[src/rtl/mem_port_arbiter.sv]
// Arbitrates one fixed-latency single-port memory between instruction fetch and MEM-stage data access.
// Optional fetch starvation guard is enabled by defining ARB_STARVE_GUARD_EN.
module mem_port_arbiter #(
    parameter int ADDR_W     = 32,
    parameter int DATA_W     = 32,
    parameter int LAT        = 1,
    parameter int MAX_STARVE = 4
) (
    input  logic              clk,
    input  logic              rst,
    input  logic              if_req,
    input  logic [ADDR_W-1:0] if_addr,
    input  logic              if_flush,
    output logic              if_valid,
    output logic [DATA_W-1:0] if_rdata,
    input  logic              dm_rd,
    input  logic              dm_wr,
    input  logic [ADDR_W-1:0] dm_addr,
    input  logic [DATA_W-1:0] dm_wdata,
    output logic              dm_valid,
    output logic [DATA_W-1:0] dm_rdata,
    output logic              mem_en,
    output logic              mem_we,
    output logic [ADDR_W-1:0] mem_addr,
    output logic [DATA_W-1:0] mem_wdata,
    input  logic [DATA_W-1:0] mem_rdata,
    input  logic              halt_req,
    output logic              halted,
    output logic              stall_if,
    output logic              stall_dm,
    output logic              proto_err
);

    // Handshake: a request is a level held until its one-cycle valid pulse; the pulse is the only reply.
    typedef enum logic [1:0] {IDLE, BUSY, HALTED} state_t;

    if (LAT < 1 || LAT > 7 || MAX_STARVE < 1 || MAX_STARVE > 7) begin : g_param_check
        $error("mem_port_arbiter: LAT and MAX_STARVE must be in 1..7");
    end

    state_t     state, state_nxt;
    logic [2:0] cnt;
    logic       owner_dm;
    logic       op_wr;
    logic       flush_seen;
    logic       halt_seen;
    logic       dm_req;
    logic       fetch_wins;
    logic       grant_dm, grant_if, grant;
    logic       done;

    assign dm_req = dm_rd | dm_wr;
    assign grant  = grant_dm | grant_if;
    assign done   = (state == BUSY) && (cnt == 3'd0);

`ifdef ARB_STARVE_GUARD_EN
    logic [2:0] starve_cnt;

    // Counts data grants that overtook a waiting fetch; at the limit the fetch goes first.
    assign fetch_wins = if_req && (starve_cnt == 3'(MAX_STARVE));

    always_ff @(posedge clk) begin
        if (rst) begin
            starve_cnt <= '0;
        end else if (grant_if) begin
            starve_cnt <= '0;
        end else if (grant_dm && if_req) begin
            starve_cnt <= starve_cnt + 3'd1;
        end
    end
`else
    assign fetch_wins = 1'b0;
`endif

    always_comb begin
        state_nxt = state;
        grant_dm  = 1'b0;
        grant_if  = 1'b0;
        case (state)
            IDLE: begin
                if (halt_req) begin
                    state_nxt = HALTED;
                end else if (dm_req && !fetch_wins) begin
                    grant_dm  = 1'b1;
                    state_nxt = BUSY;
                end else if (if_req) begin
                    grant_if  = 1'b1;
                    state_nxt = BUSY;
                end
            end
            BUSY: begin
                if (done) begin
                    state_nxt = (halt_seen || halt_req) ? HALTED : IDLE;
                end
            end
            HALTED:  state_nxt = HALTED;
            default: state_nxt = IDLE;
        endcase
    end

    always_ff @(posedge clk) begin
        if (rst) begin
            state      <= IDLE;
            cnt        <= '0;
            mem_en     <= 1'b0;
            mem_we     <= 1'b0;
            mem_addr   <= '0;
            mem_wdata  <= '0;
            owner_dm   <= 1'b0;
            op_wr      <= 1'b0;
            flush_seen <= 1'b0;
            halt_seen  <= 1'b0;
            proto_err  <= 1'b0;
        end else begin
            state     <= state_nxt;
            mem_en    <= grant;
            mem_we    <= grant_dm && dm_wr;
            mem_wdata <= (grant_dm && dm_wr) ? dm_wdata : '0;
            if (grant) begin
                mem_addr   <= grant_dm ? dm_addr : if_addr;
                owner_dm   <= grant_dm;
                op_wr      <= grant_dm && dm_wr;
                cnt        <= 3'(LAT);
                flush_seen <= 1'b0;
                halt_seen  <= 1'b0;
            end else if (state == BUSY) begin
                if (cnt != 3'd0) begin
                    cnt <= cnt - 3'd1;
                end
                if (!owner_dm && if_flush) begin
                    flush_seen <= 1'b1;
                end
                if (halt_req) begin
                    halt_seen <= 1'b1;
                end
            end
            if (grant_dm && dm_rd && dm_wr) begin
                proto_err <= 1'b1;
            end
        end
    end

    // A flushed fetch still occupies the memory; only its reply is squashed.
    assign if_valid = done && !owner_dm && !flush_seen && !if_flush;
    assign if_rdata = if_valid ? mem_rdata : '0;
    assign dm_valid = done && owner_dm;
    assign dm_rdata = (dm_valid && !op_wr) ? mem_rdata : '0;

    assign halted   = (state == HALTED);
    assign stall_if = if_req & ~if_valid;
    assign stall_dm = dm_req & ~dm_valid;

endmodule

[config.mk]
export PLATFORM = sky130hd
export DESIGN_NAME = mem_port_arbiter
export DESIGN_NICKNAME = d
export VERILOG_FILES = /design/src/rtl/mem_port_arbiter.sv
export SDC_FILE = /design/constraint.sdc
export NUM_CORES = 1
export LEC_CHECK = 0
export ABC_AREA = 1
export CORE_ASPECT_RATIO = 1.4
export CORE_MARGIN = 4
export CORE_UTILIZATION = 34
export DETAILED_ROUTE_END_ITERATION = 16
export GPL_ROUTABILITY_DRIVEN = 0
export PLACE_DENSITY = 0.81
export SYNTH_ARGS = -nofsm -noshare
export SYNTH_HDL_FRONTEND = slang
export SYNTH_SLANG_ARGS = --single-unit
[constraint.sdc]
create_clock -name clk -period 1.55 [get_ports clk]
set_input_delay 0.2325 -clock clk [delete_from_list [all_inputs] [get_ports clk]]
set_output_delay 0.2325 -clock clk [all_outputs]
set_load 0.05 [all_outputs]
Word level (Yosys, flattened, before mapping)
Index checks and enable logic that the tools add are counted.
{"block": "classes", "eq_ne": 4, "bitwise_logic": 7, "addsub": 1, "muxes": 19, "n_reduce_logical": 27}
{"cell": "$mux 32", "count": 3}
{"cell": "$logic_and 1x1->1", "count": 10}
{"cell": "$mux 1", "count": 10}
{"cell": "$mux 2", "count": 5}
{"cell": "$reduce_and 2->1", "count": 5}
{"cell": "$pmux 2 s3", "count": 1}
{"cell": "$logic_not 1->1", "count": 4}
{"cell": "$ne 4x4->1 const B", "count": 1}
{"cell": "$reduce_bool 2->1", "count": 2}
{"cell": "$reduce_or 2->1", "count": 2}
{"cell": "$logic_not 3->1", "count": 1}
{"cell": "$not 1->1", "count": 3}
{"cell": "$reduce_bool 3->1", "count": 1}
{"cell": "$sub 3x1->3 const B", "count": 1}
{"cell": "$and 1x1->1", "count": 2}
{"cell": "$eq 2x1->1 const B", "count": 1}
{"cell": "$eq 2x2->1 const B", "count": 1}
{"cell": "$logic_not 2->1", "count": 1}
{"cell": "$ne 2x2->1 const B", "count": 1}
{"cell": "$or 1x1->1", "count": 2}
{"cell": "$logic_or 1x1->1", "count": 1}
{"block": "totals", "word_cells": 70, "regBits": 76, "output_inout_bits": 136}

Longest topological paths before layout
{"block": "depth", "depth_word": 7, "depth_mapped": 9, "ltp_nobuf": 8}

Worst setup path after synthesis
Ideal clock, no wire load.
{"block": "synth_path", "path_kind": "register to output", "from": "register cnt[0]", "to": "output port dm_rdata[10]", "t_required_ps": 1317, "path_stages_with_launch": 10, "arrival_ps": 1981, "path_buffers": 1, "path_slack_ps": -664, "path_cell_list": "dfxtp_1 inv_1 ha_1 nand2_1 inv_1 nand2_2 nor2_4 nand2_2 buf_6 nor2_1"}
{"block": "synth_via", "elab_chain_len": 5}
{"element": "start: declaration", "line_no": "42", "text": "logic [2:0] cnt;"}
{"element": "start signal: assignment", "line_no": "123", "text": "cnt <= 3'(LAT);"}
{"element": "start signal: assignment", "line_no": "128", "text": "cnt <= cnt - 3'd1;"}
{"element": "$logic_not 3->1", "line_no": "54", "text": "assign done = (state == BUSY) && (cnt == 3'd0);"}
{"element": "$logic_and 1x1->1", "line_no": "54"}
{"element": "$logic_and 1x1->1", "line_no": "146", "text": "assign dm_valid = done && owner_dm;"}
{"element": "via dm_valid", "line_no": "20", "text": "output logic dm_valid,"}
{"element": "$logic_and 1x1->1", "line_no": "147", "text": "assign dm_rdata = (dm_valid && !op_wr) ? mem_rdata : '0;"}
{"element": "$mux 32", "line_no": "147"}
{"element": "end: declaration", "line_no": "21", "text": "output logic [DATA_W-1:0] dm_rdata,"}
The timed path passes the listed nets, and every way through them passes these cells.

Final worst setup path
{"block": "layout_path", "from": "register cnt[1]", "to": "output port dm_rdata[26]"}
{"block": "layout_via", "elab_chain_len": 5}
{"element": "$logic_not 3->1", "line_no": "54"}
{"element": "$logic_and 1x1->1", "line_no": "54"}
{"element": "$logic_and 1x1->1", "line_no": "146"}
{"element": "$logic_and 1x1->1", "line_no": "147"}
{"element": "$mux 32", "line_no": "147"}
No other way between the ends.

==> impl_metrics.env <==
export IMPL_reg2reg_from="state[1]"
export IMPL_seq_area_frac_synth_pct=43.1
export IMPL_p_sw_mw=2.03
export IMPL_ant_nets=0
export IMPL_num_rows=43
export IMPL_area_growth_pct=131
export IMPL_dieWidth_um=94.2
export IMPL_r2r_end="mem_addr[17]"
export IMPL_syn_inst=551
export IMPL_grt_max_degree=34
export IMPL_clkTransAtPathRegs_ns=0.06
export IMPL_avgSynthCellArea_um2=6.41
export IMPL_synth_top_family_by_area="simple AND/OR/NAND/NOR gates"
export IMPL_p_comb_share_pct=31.4
export IMPL_io_pins=271
export IMPL_drc=0
export IMPL_synth_compound_area_share_pct=1.49
export IMPL_synth_nets=688
export IMPL_setup_violations=68
export IMPL_top_usage_layer="met2"
export IMPL_detailedRoute_firstPassIterationCount=4
export IMPL_period_share_pct=130
export IMPL_required_ns=1.32
export IMPL_failed_checks="setup timing"
export IMPL_fin_nets=991
export IMPL_htree_levels=3
export IMPL_port_buffers=270
export IMPL_r2r_cells=9
export IMPL_dp_hpwl_mm=12.0
export IMPL_cts_tree="yes"
export IMPL_synth_area_mm2=0.00353
export IMPL_grt_setup_unrepaired="yes"
export IMPL_p_leak_nw=4.02
export IMPL_viasPerCell=4.51
export IMPL_synth_top_cell_area_share_pct=43.1
export IMPL_fmax_ghz=0.495
export IMPL_globalRouteMet3Util_pct=7.95
export IMPL_synthXorXnorAreaFrac_pct=0
export IMPL_crit_fanout=7
export IMPL_utilization_pct=81.5
export IMPL_min_path_cells=3
export IMPL_cts_root_buf="clkbuf_16"
export IMPL_cp_arrival_ns=1.79
export IMPL_p_int_mw=4.34
export IMPL_p_seq_share_pct=33.6
export IMPL_initial_core_util_pct=35.3
export IMPL_clk_path_buf_depth=2
export IMPL_hp_start="dm_wdata[14]"
export IMPL_hold_path_end="mem_wdata[14]"
export IMPL_vias=4478
export IMPL_timing_final_ws_setup_ns=-0.470
export IMPL_drt_wl_total_mm=16.5
export IMPL_synth_top_cell_by_area="dfxtp_1"
export IMPL_numCtsBuffers=9
export IMPL_coreArea_mm2=0.0100
export IMPL_cp_start_kind="flip-flop"
export IMPL_synth_distinct_cells=22
export IMPL_crit_type="reg -> out"
export IMPL_die_h_um=129
export IMPL_antenna_found_initial=0
export IMPL_synth_mux_area_share_pct=0
export IMPL_path_cells="inv_2 -> ha_4 -> nand2_4 -> inv_4 -> nand2_4 -> nor2_4 -> nand2_8 -> buf_4 -> nor2_4 -> buf_12"
export IMPL_final_hold_viol_count=0
export IMPL_n_antenna_cell=0
export IMPL_ys_warnings_count=0
export IMPL_synth_seq_cells=76
export IMPL_skew_ns=0.00364
export IMPL_clock_latency_ns=0.32
export IMPL_powerDensity_mw_per_mm2=782
export IMPL_peakVddDrop_mv=0.881
export IMPL_grt_overflow=0
export IMPL_gr_usage_met1_pct=21.8
export IMPL_status="finished with violations"
export IMPL_crit_slowest_cell="dfxtp_2"
export IMPL_grt_pass1_wl_mm=23.0
export IMPL_p_total_mw=6.37
export IMPL_gr_usage_all_layers_pct=24.3
export IMPL_cap_violations=0
export IMPL_clkPwrFrac_pct=35.0
export IMPL_endpoint_kind="output port"
export IMPL_synthTopCellsByArea="dfxtp_1 (43%), nand2_1 (15%), inv_1 (15%)"
export IMPL_cp_top_family="simple AND/OR/NAND/NOR gates"
export IMPL_fill_cells=589
export IMPL_fin_crit_ns=2.02
export IMPL_wl_per_cell_um=16.6
export IMPL_worstMarginPinSlew_ns=0.284
export IMPL_grt_met2_usage_pct=47.2
export IMPL_r2r_slack_ns=0.12
export IMPL_slew_viol_final=0
export IMPL_switching_share_pct=31.8
export IMPL_cp_slowest_stage_delay_ns=0.33
export IMPL_grt_pass1_vias=4515
export IMPL_die_area_mm2=0.0121
export IMPL_yosys_area_share_simple_pct=34.7
export IMPL_clock_sinks=76
export IMPL_crit_buf_inv=4
export IMPL_hold_buffers=0
export IMPL_drtIter0Drc=156
export IMPL_slew_headroom_pct=81.1
export IMPL_synth_adder_area_share_pct=0.708
export IMPL_holdCritPathClass="in -> reg"
export IMPL_drive_gt1_share_pct=32.7
## layout by cell type, fill, tap and decap left out, types with 2 or more instances in the layout
cell type and count:
a21oi_1 4, buf_12 77, buf_16 2, buf_4 94, buf_6 3, bufinv_16 2, clkbuf_16 11, clkdlybuf4s50_1 134
clkinvlp_4 3, dfxtp_1 74, dfxtp_2 2, inv_1 139, inv_2 4, inv_4 2, inv_6 2, nand2_1 144
nand2_4 4, nand3_1 36, nor2_1 38, nor2_4 68, o21ai_0 4
## cell families (layout without fill, tap and decap cells)
logic type                 after synthesis  after routing
AOI/OAI and AO/OA                       10             10
buffers and inverters                  167            475
adders and majority gates                2              2
DFF                                     76             76
and+or+nand+nor                        296            296
## synth_stat cells (all sizes together)
| library cell | count |
|---|---|
| a21oi | 4 |
| a31oi | 1 |
| buf | 21 |
| dfxtp | 76 |
| ha | 2 |
| inv | 146 |
| nand2 | 149 |
| nand3 | 37 |
| nand4 | 1 |
| nor2 | 108 |
| o21ai | 4 |
| o22ai | 1 |
| or2 | 1 |
## sequential cells by signal (all words and copies together), names as in the netlist
| register | count |
|---|---|
| mem_addr | 32 |
| halt_seen | 1 |
| owner_dm | 1 |
| mem_en | 1 |
| flush_seen | 1 |
| proto_err | 1 |
| op_wr | 1 |
| cnt | 3 |
| state | 2 |
| mem_wdata | 32 |
| mem_we | 1 |
## cell type report
class	instances	area, µm²	area share [%]
inverters	146	558	6.85
repair buffers	313	3740	45.9
flip-flops and latches	76	1520	18.7
clock buffers	9	225	2.76
well taps	135	169	2.07
clock inverters	7	100	1.23
multi-input cells	308	1830	22.5
## worst min-delay path, stage by stage
cell and delay [ns]:
clkdlybuf4s50_1 0.40, inv_1 0.05, nor2_1 0.03
## stage by stage
step                hold WS, ns  setup slack, ns  TNS (ns)  instance area, µm²  cells
finish                    0.431           -0.470    -26.32                8150    994
global route              0.428           -0.535    -31.41                8150    994
CTS                       0.416           -0.410    -25.04                8070    992
detailed placement        0.441           -0.209    -10.95                7610    967
global placement          0.434           -0.197     -8.62                7610    967
floorplan                 0.302           -0.300    -10.58                4060    551
## layer usage
layer  up-vias  wire length, µm
met5         -                0
met2       214             9190
met1      2059             5310
met4         0              658
met3        42             1340
li1       2163                -
## repair_timing
item,CTS,global route
pin swaps,3,4
resized for setup,12,15
setup buffers,7,2
gates cloned,2,2
setup endpoints to repair,68,68
## power groups by stage
stage                     clock network (mW)  logic [mW]  registers (mW)
after global routing                    2.37        2.10            2.15
after global placement                     0        1.87            2.18
after detailed placement                   0        1.91            2.18
after floorplan                            0       0.657            2.55
after CTS                               2.27        1.96            2.14
final                                   2.23        2.00            2.14
## worst max path at each step
stage / cells past startpoint / start / end / slack [ns]
6_report: 10 / cnt[1] / dm_rdata[26] / -0.47
4_1_cts: 10 / cnt[1] / dm_rdata[21] / -0.41
5_1_grt: 10 / cnt[1] / dm_rdata[26] / -0.53
2_1_floorplan: 9 / cnt[1] / dm_rdata[10] / -0.30
3_5_place_dp: 6 / if_flush / if_rdata[31] / -0.21
3_3_place_gp: 6 / if_flush / if_rdata[0] / -0.20
Note: power is estimated with default switching activity, not from simulation.
